<file path="config.mk">
export PLATFORM = sky130hd
export DESIGN_NAME = taillight_controller
export DESIGN_NICKNAME = d
export VERILOG_FILES = /design/src/rtl/taillight_pkg.sv /design/src/rtl/tick_divider.sv /design/src/rtl/taillight_controller.sv
export SDC_FILE = /design/constraint.sdc
export NUM_CORES = 1
export LEC_CHECK = 0
export ABC_AREA = 1
export BUFFER_PORTS_ARGS = -buffer_cell sky130_fd_sc_hd__buf_2
export CAP_MARGIN = 20
export CORE_ASPECT_RATIO = 0.5
export CORE_MARGIN = 2
export CORE_UTILIZATION = 55
export CTS_CLUSTER_SIZE = 8
export DETAILED_ROUTE_END_ITERATION = 7
export PLACE_DENSITY = 0.86
export SYNTH_ARGS = -nofsm -noshare
export SYNTH_HDL_FRONTEND = slang
export SYNTH_SLANG_ARGS = --single-unit
</file>
<file path="constraint.sdc">
create_clock -name clk -period 2.8 [get_ports clk]
set_input_delay 0 -clock clk [delete_from_list [all_inputs] [get_ports clk]]
set_output_delay 0 -clock clk [all_outputs]
set_load 0.01 [all_outputs]
</file>
<file path="src/rtl/taillight_pkg.sv">
// Shared definitions for the taillight controller: mode encoding, the
// sequencing-side lamp patterns, and small mode classification helpers.
package taillight_pkg;

  typedef enum logic [2:0] {
    IDLE      = 3'd0,
    LEFT      = 3'd1,
    RIGHT     = 3'd2,
    HAZARD    = 3'd3,
    BRAKE     = 3'd4,
    FOG       = 3'd5,
    BRK_LEFT  = 3'd6,
    BRK_RIGHT = 3'd7
  } mode_t;

  // Lamp pattern (a,b,c) = (inner, middle, outer) for each sequencing phase
  localparam logic [2:0] PAT_PH0 = 3'b000;
  localparam logic [2:0] PAT_PH1 = 3'b100;
  localparam logic [2:0] PAT_PH2 = 3'b110;
  localparam logic [2:0] PAT_PH3 = 3'b111;

  function automatic logic [2:0] phase_pattern(input logic [1:0] ph);
    logic [2:0] p;
    case (ph)
      2'd0:    p = PAT_PH0;
      2'd1:    p = PAT_PH1;
      2'd2:    p = PAT_PH2;
      default: p = PAT_PH3;
    endcase
    return p;
  endfunction

  function automatic logic is_turn(input mode_t m);
    return (m == LEFT) || (m == RIGHT) || (m == BRK_LEFT) || (m == BRK_RIGHT);
  endfunction

  // True when both modes sequence the same side (including identical modes)
  function automatic logic same_side(input mode_t a, input mode_t b);
    logic al, bl, ar, br;
    al = (a == LEFT)  || (a == BRK_LEFT);
    bl = (b == LEFT)  || (b == BRK_LEFT);
    ar = (a == RIGHT) || (a == BRK_RIGHT);
    br = (b == RIGHT) || (b == BRK_RIGHT);
    return (al && bl) || (ar && br);
  endfunction

endpackage

</file>
<file path="src/rtl/tick_divider.sv">
// Animation-step prescaler: counts 0..TICK_DIV-1 and flags the last count.
module tick_divider #(
  parameter int unsigned TICK_DIV = 4
) (
  input  logic clk,
  input  logic reset,
  output logic tick
);

  logic [15:0] count;

  assign tick = (count == 16'(TICK_DIV - 1));

  always_ff @(posedge clk) begin
    if (reset) begin
      count <= '0;
    end else if (tick) begin
      count <= '0;
    end else begin
      count <= count + 16'd1;
    end
  end

endmodule

</file>
<file path="src/rtl/taillight_controller.sv">
// Taillight controller: prioritised lamp modes with sequenced turn signals,
// all state advancing only on prescaler step ticks.
module taillight_controller
  import taillight_pkg::*;
#(
  parameter int unsigned TICK_DIV = 4
) (
  input  logic       clk,
  input  logic       reset,
  input  logic       left_req,
  input  logic       right_req,
  input  logic       brake,
  input  logic       fog,
  input  logic       hazard,
  output logic       la,
  output logic       lb,
  output logic       lc,
  output logic       ra,
  output logic       rb,
  output logic       rc,
  output logic [2:0] mode,
  output logic       step_tick
);

  mode_t      mode_q, nxt_mode, cand;
  logic [1:0] phase_q, nxt_phase, ph_inc;
  logic [2:0] left_q, right_q, nxt_left, nxt_right, pat;
  logic       one_turn;

  tick_divider #(.TICK_DIV(TICK_DIV)) u_div (
    .clk   (clk),
    .reset (reset),
    .tick  (step_tick)
  );

  assign one_turn = left_req ^ right_req;

  always_comb begin
    cand = IDLE;
    if (hazard)
      cand = HAZARD;
    else if (brake && one_turn)
      cand = left_req ? BRK_LEFT : BRK_RIGHT;
    else if (brake)
      cand = BRAKE;
    else if (one_turn)
      cand = left_req ? LEFT : RIGHT;
    else if (fog)
      cand = FOG;
  end

  // Turn modes finish their sweep before changing, except for hazard and
  // same-side brake overlays which switch at once and keep the phase.
  always_comb begin
    ph_inc    = phase_q + 2'd1;
    nxt_mode  = mode_q;
    nxt_phase = ph_inc;
    if (is_turn(mode_q)) begin
      if (cand == HAZARD) begin
        nxt_mode  = HAZARD;
        nxt_phase = 2'd0;
      end else if ((ph_inc == 2'd0) || same_side(cand, mode_q)) begin
        nxt_mode = cand;
      end
    end else begin
      nxt_mode  = cand;
      nxt_phase = 2'd0;
    end
  end

  always_comb begin
    pat       = phase_pattern(nxt_phase);
    nxt_left  = '0;
    nxt_right = '0;
    case (nxt_mode)
      LEFT:      nxt_left = pat;
      RIGHT:     nxt_right = pat;
      HAZARD: begin
        if (mode_q == HAZARD) begin
          nxt_left  = ~left_q;
          nxt_right = ~right_q;
        end
      end
      BRAKE: begin
        nxt_left  = '1;
        nxt_right = '1;
      end
      FOG: begin
        nxt_left  = 3'b001;
        nxt_right = 3'b001;
      end
      BRK_LEFT: begin
        nxt_left  = pat;
        nxt_right = '1;
      end
      BRK_RIGHT: begin
        nxt_left  = '1;
        nxt_right = pat;
      end
      default: begin
        nxt_left  = '0;
        nxt_right = '0;
      end
    endcase
  end

  always_ff @(posedge clk) begin
    if (reset) begin
      mode_q  <= IDLE;
      phase_q <= '0;
      left_q  <= '0;
      right_q <= '0;
    end else if (step_tick) begin
      mode_q  <= nxt_mode;
      phase_q <= nxt_phase;
      left_q  <= nxt_left;
      right_q <= nxt_right;
    end
  end

  assign {la, lb, lc} = left_q;
  assign {ra, rb, rc} = right_q;
  assign mode         = mode_q;

endmodule
</file>
# Word-level counts from Yosys, hierarchy flattened
# Index checks and enable logic that the tools add are counted.
# Widths: inputs -> output; s select.
# totals
input_bits	7
ff_bits	27
output_inout_bits	10
# op_classes
reduce_logical	19
add_sub_neg	2
n_eq_ne	20
n_mux	17
bitwise_logic	3
# op_table
op	n
$mux 3	10
$eq 3x3->1 const B	8
$pmux 3 s4	2
$eq 3x2->1 const B	6
$add 16x1->16 const B	1
$eq 16x2->1 const B	1
$reduce_or 2->1	5
$eq 3x1->1 const B	3
$logic_or 1x1->1	9
$pmux 3 s3	1
$mux 2	3
$not 3->3	2
$logic_not 2->1	2
$logic_and 1x1->1	3
$add 2x1->2 const B	1
$eq 2x1->1 const B	1
$eq 2x2->1 const B	1
$mux 1	1
$xor 1x1->1	1

# Depth between registers and ports, before layout
# depth
word_depth	16
ltp_mapped	20

# By module
# A second synthesis with hierarchy kept.
# hier_totals
hier_cells	296
area_unflattened_um2	1901.8
# modules_own_cells
module	n_inst	cells_per_inst	seq_area_each_um2	area_each_um2
taillight_controller	1	157	220.2	972.2
tick_divider	1	139	320.3	929.6

# Worst setup path after synthesis
# Ideal clock, no wire load.
# synth_path
kind	reg2reg
start	register mode_q[2] (netlist: mode[2])
end	register left_q[1]
t_arrival_ns	1.628
stages_incl_launch_ff	16
period_less_slack_ns	1.740
slack_ns	1.060
path_cell_list	dfxtp_1 -> inv_2 -> nand2_2 -> nand2_2 -> a21oi_2 -> nand3_4 -> nand3_4 -> nor2_2 -> a21oi_4 -> nand3_2 -> nand3_1 -> nand2_1 -> inv_1 -> nand2_1 -> nand2_1 -> nand2_1
# synth_via
elab_chain_cells	11
word_cells_on_any_way	32
cone_classes	13 x eq/ne; 7 x mux; 12 x reduce/logical
# synth_rtl
element	line_no	source
from (decl)	taillight_controller.sv:25	mode_t mode_q, nxt_mode, cand;
from (signal assigned)	taillight_controller.sv:114	mode_q <= nxt_mode;
$eq 3x1->1 (tied with other cells)	taillight_pkg.sv:34, taillight_pkg.sv:41	
$logic_or 1x1->1, on equally long branches	taillight_pkg.sv:41, taillight_pkg.sv:43	
$logic_and 1x1->1	taillight_pkg.sv:44	return (al && bl) || (ar && br);
$logic_or 1x1->1	taillight_pkg.sv:44	
$logic_or 1x1->1	taillight_controller.sv:62	end else if ((ph_inc == 2'd0) || same_side(cand, mode_q)) begin
$mux 3	taillight_controller.sv:62	
$mux 3	taillight_controller.sv:59	if (cand == HAZARD) begin
$mux 3	taillight_controller.sv:58	if (is_turn(mode_q)) begin
$eq 3x3->1 or $eq 3x1->1 (tied branches)	taillight_controller.sv:75	case (nxt_mode)
$reduce_or 2->1 (no source line)	-	
$pmux 3 s4 *	taillight_controller.sv:75	
to (signal assigned)	taillight_controller.sv:116	left_q <= nxt_left;
to (decl)	taillight_controller.sv:27	logic [2:0] left_q, right_q, nxt_left, nxt_right, pat;
# Every way passes the cells marked *; elsewhere a longest branch is shown, timed or not.
# A chain may end at the register's enable or synchronous reset.

# Worst setup path in the final report
# layout_path
start	register u_div.count[0]
end	register u_div.count[13]
# layout_via
elab_chain_cells	2
word_cells_on_any_way	3
cone_classes	1 x add/sub; 1 x eq/ne; 1 x reduce/logical
# layout_rtl
element	line_no	source
from (decl)	tick_divider.sv:10	logic [15:0] count;
from (signal assigned)	tick_divider.sv:20	count <= count + 16'd1;
parallel branches: the longest is 2 deep, another holds $add 16x1->16	-	
# Several ways; the timed one is not identified.

==> impl_table.tex <==
\begin{tabular}{lr}
\hline
Metric & Value \\
\hline
\multicolumn{2}{l}{\textbf{STA}} \\
\quad Setup Total Neg Slack & 0 ns \\
\quad Setup repair after global routing missed its margin & false \\
\quad Final critical-path required period & between 2 and 2.5 ns \\
\quad Number of max-slew violations in the final report & 0 \\
\quad Worst max-slew margin expressed relative to the limit & 0.3571 \\
\quad Finish-stage setup viols & 0 \\
\quad Final Hold Fails & 0 \\
\quad Worst hold slack & between 0.06 and 0.07 ns \\
\quad Max frequency & just over 400 MHz \\
\quad Worst Tran Pin Value & $\sim$0.96 ns \\
\quad Final period util & 0.8610 \\
\quad Clock tree skew after final layout & approximately 0.0054 ns \\
\multicolumn{2}{l}{\textbf{Floorplanning}} \\
\quad Ports placed on the boundary & 17 \\
\quad Core region area & around 3000 um2 \\
\quad Die span in y & approximately 44 um \\
\quad Initial cell density of the core & 0.5735 \\
\quad Site Rows & 14 \\
\quad Die extent in x & 83.04 um \\
\quad DIE AREA & 3614 um2 \\
\multicolumn{2}{l}{\textbf{Yosys}} \\
\quad Async S/R FF share, synth & 0 \\
\quad Yosys warning total & 0 \\
\quad Synthesized net count & between 200 and 300 \\
\quad Post-synth top flop & sky130\_fd\_sc\_hd\_\_dfxtp\_1 \\
\quad Top cell type by total area after synthesis & sky130\_fd\_sc\_hd\_\_dfxtp\_1 \\
\quad Distinct cell type count after synthesis & 30 \\
\quad \#FFs+latches synth & 27 \\
\quad Synthesized area per cell & 6.817 um2 \\
\quad Synth Cell Area & 1718 um2 \\
\quad Synthesized instance count & between 200 and 300 \\
\quad Fraction of the yosys area taken by sequential cells & 0.3146 \\
\quad Top cells by area in the synthesized netlist & sky130\_fd\_sc\_hd\_\_dfxtp\_1 31\%, sky130\_fd\_sc\_hd\_\_nand2\_1 17\%, sky130\_fd\_sc\_hd\_\_inv\_1 5.5\% \\
\quad Proportion of netlist area held by the largest area contributor & 0.3146 \\
\quad Count of flip-flops with a built-in enable after synthesis & 0 \\
\multicolumn{2}{l}{\textbf{Placed design}} \\
\quad Estimated wirelength of the detail-placed design & between 2000 and 3000 um \\
\quad Final weighted congestion in routability-driven placement & 0.8613 \\
\quad Standard cell area after detailed placement & approximately 1800 um2 \\
\quad Post-placement cell count & 306 \\
\quad Number of buffer cells added on primary ports & 16 \\
\multicolumn{2}{l}{\textbf{Finish}} \\
\quad Signed area change from the synthesized netlist to the final layout & 9.760\% \\
\quad Ant. Diodes & 0 \\
\quad Final cell count without fillers & 310 \\
\quad Layout cells sized above 1 & 0.2148 \\
\quad Area used by multi-input combinational logic & 1046 um2 \\
\quad Total Nets Final & approximately 280 \\
\quad Fillers & around 260 \\
\quad Final design area excluding fillers & approximately 1900 um2 \\
\quad Area of all sequential standard cells & 540.5 um2 \\
\multicolumn{2}{l}{\textbf{Global route}} \\
\quad Number of global-route vias before repair & approximately 1400 \\
\quad Pin count of the biggest net entering global routing & 16 \\
\quad Overflow left after global routing & 0 \\
\quad Wire length of the first global-routing pass & about 5700 um \\
\quad Initial antenna violation count & 0 \\
\quad Total global routing track utilization & 0.1913 \\
\multicolumn{2}{l}{\textbf{Power and ir drop}} \\
\quad Power share of the combinational group & 0.222 \\
\quad Leak & 0.9016 nW \\
\quad Power consumption & approximately 790 uW \\
\quad Clk network pwr share & 0.273 \\
\quad Internal Pwr Total & 554.2 uW \\
\quad Power density relative to cell area & between 400 and 500 nW/um2 \\
\quad Flop pwr share & 0.505 \\
\quad Switching power of the nets & $\sim$240 uW \\
\quad Maximum vdd ir drop & about 0.21 mV \\
\quad Switching part of the total & 0.3024 \\
\multicolumn{2}{l}{\textbf{Detailed routing}} \\
\quad DR vias/cell & a little over 5 \\
\quad Routed wire length per instance & approximately 11 um \\
\quad Routed Wire Length & about 3500 um \\
\quad Starting DRT DRC Count & 95 \\
\quad DRC & 0 \\
\quad Total number of vias & between 1500 and 2000 \\
\quad Number of optimization iterations in the first detailed-route pass & 4 \\
\quad Remaining antenna violation count after routing & 0 \\
\multicolumn{2}{l}{\textbf{CTS}} \\
\quad Clock sink count & 27 \\
\quad Clock insertion delay at the later pin of the skew report & 0.27 ns \\
\quad TritonCTS clock tree & built \\
\quad H-tree Lvls & 1 \\
\quad Num CTS Buffers & 3 \\
\quad Post-cts gate resize count & 0 \\
\quad Clock Tree Buf Depth & 2 \\
\quad Clock slew seen by the registers of the worst setup and hold paths & 0.09 ns \\
\quad Post-CTS Setup Bufs & 0 \\
\quad CTS Root Buffer Type & sky130\_fd\_sc\_hd\_\_clkbuf\_8 \\
\quad Number of buffers inserted for hold repair after clock tree synthesis & 0 \\
\multicolumn{2}{l}{\textbf{Critical path}} \\
\quad Startpoint types & flop \\
\quad Data arrival time at the worst-slack endpoint & between 2 and 3 ns \\
\quad Worst Setup End Kind & flop \\
\quad Worst endpoint required time & 2.99 ns \\
\quad Cells on worst reg2reg path & 8 \\
\quad Top fanout value on the critical path & 15 \\
\quad Start-to-end type of the worst setup path & flop to flop \\
\multicolumn{2}{l}{\textbf{Min path}} \\
\quad Worst hold path depth & 4 \\
\quad Min-delay worst type & primary input to flop \\
\multicolumn{2}{l}{\textbf{Run status}} \\
\quad Outcome & complete, no violations \\
\multicolumn{2}{l}{\textbf{Job}} \\
\quad Max cap viols & 0 \\
\hline
\end{tabular}
==> through the flow <==
step           worst slack [ns]    util
2_1_floorplan             1.060       -
3_3_place_gp             0.6449  0.6145
3_5_place_dp             0.4547  0.6145
4_1_cts                  0.4385  0.6295
5_1_grt                  0.2147  0.6295
6_report                 0.3892  0.6295
==> worst paths after layout <==
path              slack (ns)                       from                    endpoint
setup / recovery        0.39  u_div.count[0]$_SDFF_PP0_  u_div.count[13]$_SDFF_PP0_
setup reg to reg        0.39  u_div.count[0]$_SDFF_PP0_  u_div.count[13]$_SDFF_PP0_
hold reg to reg         0.46  u_div.count[0]$_SDFF_PP0_   u_div.count[0]$_SDFF_PP0_
hold / removal          0.06                      reset     phase_q[0]$_SDFFE_PP0P_
==> sequential cells by signal, indices dropped and copies added, names as in the netlist <==
signal and cells:
u_div.count 16, right_q 3, phase_q 2, mode 3, left_q 3
==> power groups by stage <==
stage	Clock [mW]	Sequential (mW)	Combinational, mW
after floorplan	0	0.410	0.136
after global placement	0	0.409	0.168
after detailed placement	0	0.410	0.174
after CTS	0.221	0.401	0.175
after global routing	0.235	0.402	0.197
final	0.217	0.401	0.177
==> cells by family after synthesis <==
| logic type | synth area share |
|---|---|
| XOR/XNOR | 0.01530 |
| AO/OA/AOI/OAI | 0.1194 |
| AND/OR/NAND/NOR | 0.4523 |
| flip-flops | 0.3146 |
| adder cells (fa/ha/maj) | 0.02185 |
| buffers and inverters | 0.07648 |
==> cell usage in the layout, fill, tap and decap left out, drive strengths merged <==
| cell type | synthesis | routed |
|---|---|---|
| nor2 | 23 | 23 |
| buf | 0 | 16 |
| nor3 | 7 | 7 |
| and3 | 1 | 1 |
| inv | 33 | 33 |
| nand4 | 5 | 5 |
| nor3b | 1 | 1 |
| clkbuf | 2 | 4 |
| xor2 | 3 | 3 |
| nand3 | 23 | 23 |
| a21oi | 17 | 17 |
| nand2 | 90 | 90 |
| dfxtp | 27 | 27 |
| or2 | 2 | 2 |
| o21bai | 1 | 1 |
| o21ai | 12 | 12 |
| nor4 | 2 | 2 |
| ha | 3 | 3 |
==> synth_stat cells, drive strengths merged (2+ instances only) <==
cell and number:
nand2 90, inv 33, dfxtp 27, nand3 23
nor2 23, a21oi 17, o21ai 12, nor3 7
nand4 5, ha 3, xor2 3, clkbuf 2
nor4 2, or2 2
==> worst max-delay path, stage by stage, from the launching register on <==
cell	delay, ns
sky130_fd_sc_hd__dfxtp_1	0.34
sky130_fd_sc_hd__ha_1	0.23
sky130_fd_sc_hd__nand2_1	0.10
sky130_fd_sc_hd__nor3_1	0.05
sky130_fd_sc_hd__nand4_1	0.11
sky130_fd_sc_hd__inv_1	0.07
sky130_fd_sc_hd__nor2_1	0.72
sky130_fd_sc_hd__inv_1	0.42
sky130_fd_sc_hd__nor3b_1	0.29
==> cell type report <==
class | count | area share
Multi-Input combinational cell | 190 | 0.5547
Clock buffer | 4 | 0.02389
Inverter | 33 | 0.06569
Sequential cell | 27 | 0.2867
Timing Repair Buffer | 16 | 0.04247
Tap cell | 40 | 0.02654
==> per-layer routing <==
| layer | global-route usage | share of wire | vias up |
|---|---|---|---|
| met5 | 0 | 0 | - |
| met4 | 0.06230 | 0.019 | 0 |
| met3 | 0.04571 | 0.036 | 10 |
| met2 | 0.3645 | 0.49 | 32 |
| met1 | 0.2186 | 0.45 | 707 |
| li1 | - | - | 846 |
Note: power is estimated with default switching activity, not from simulation.
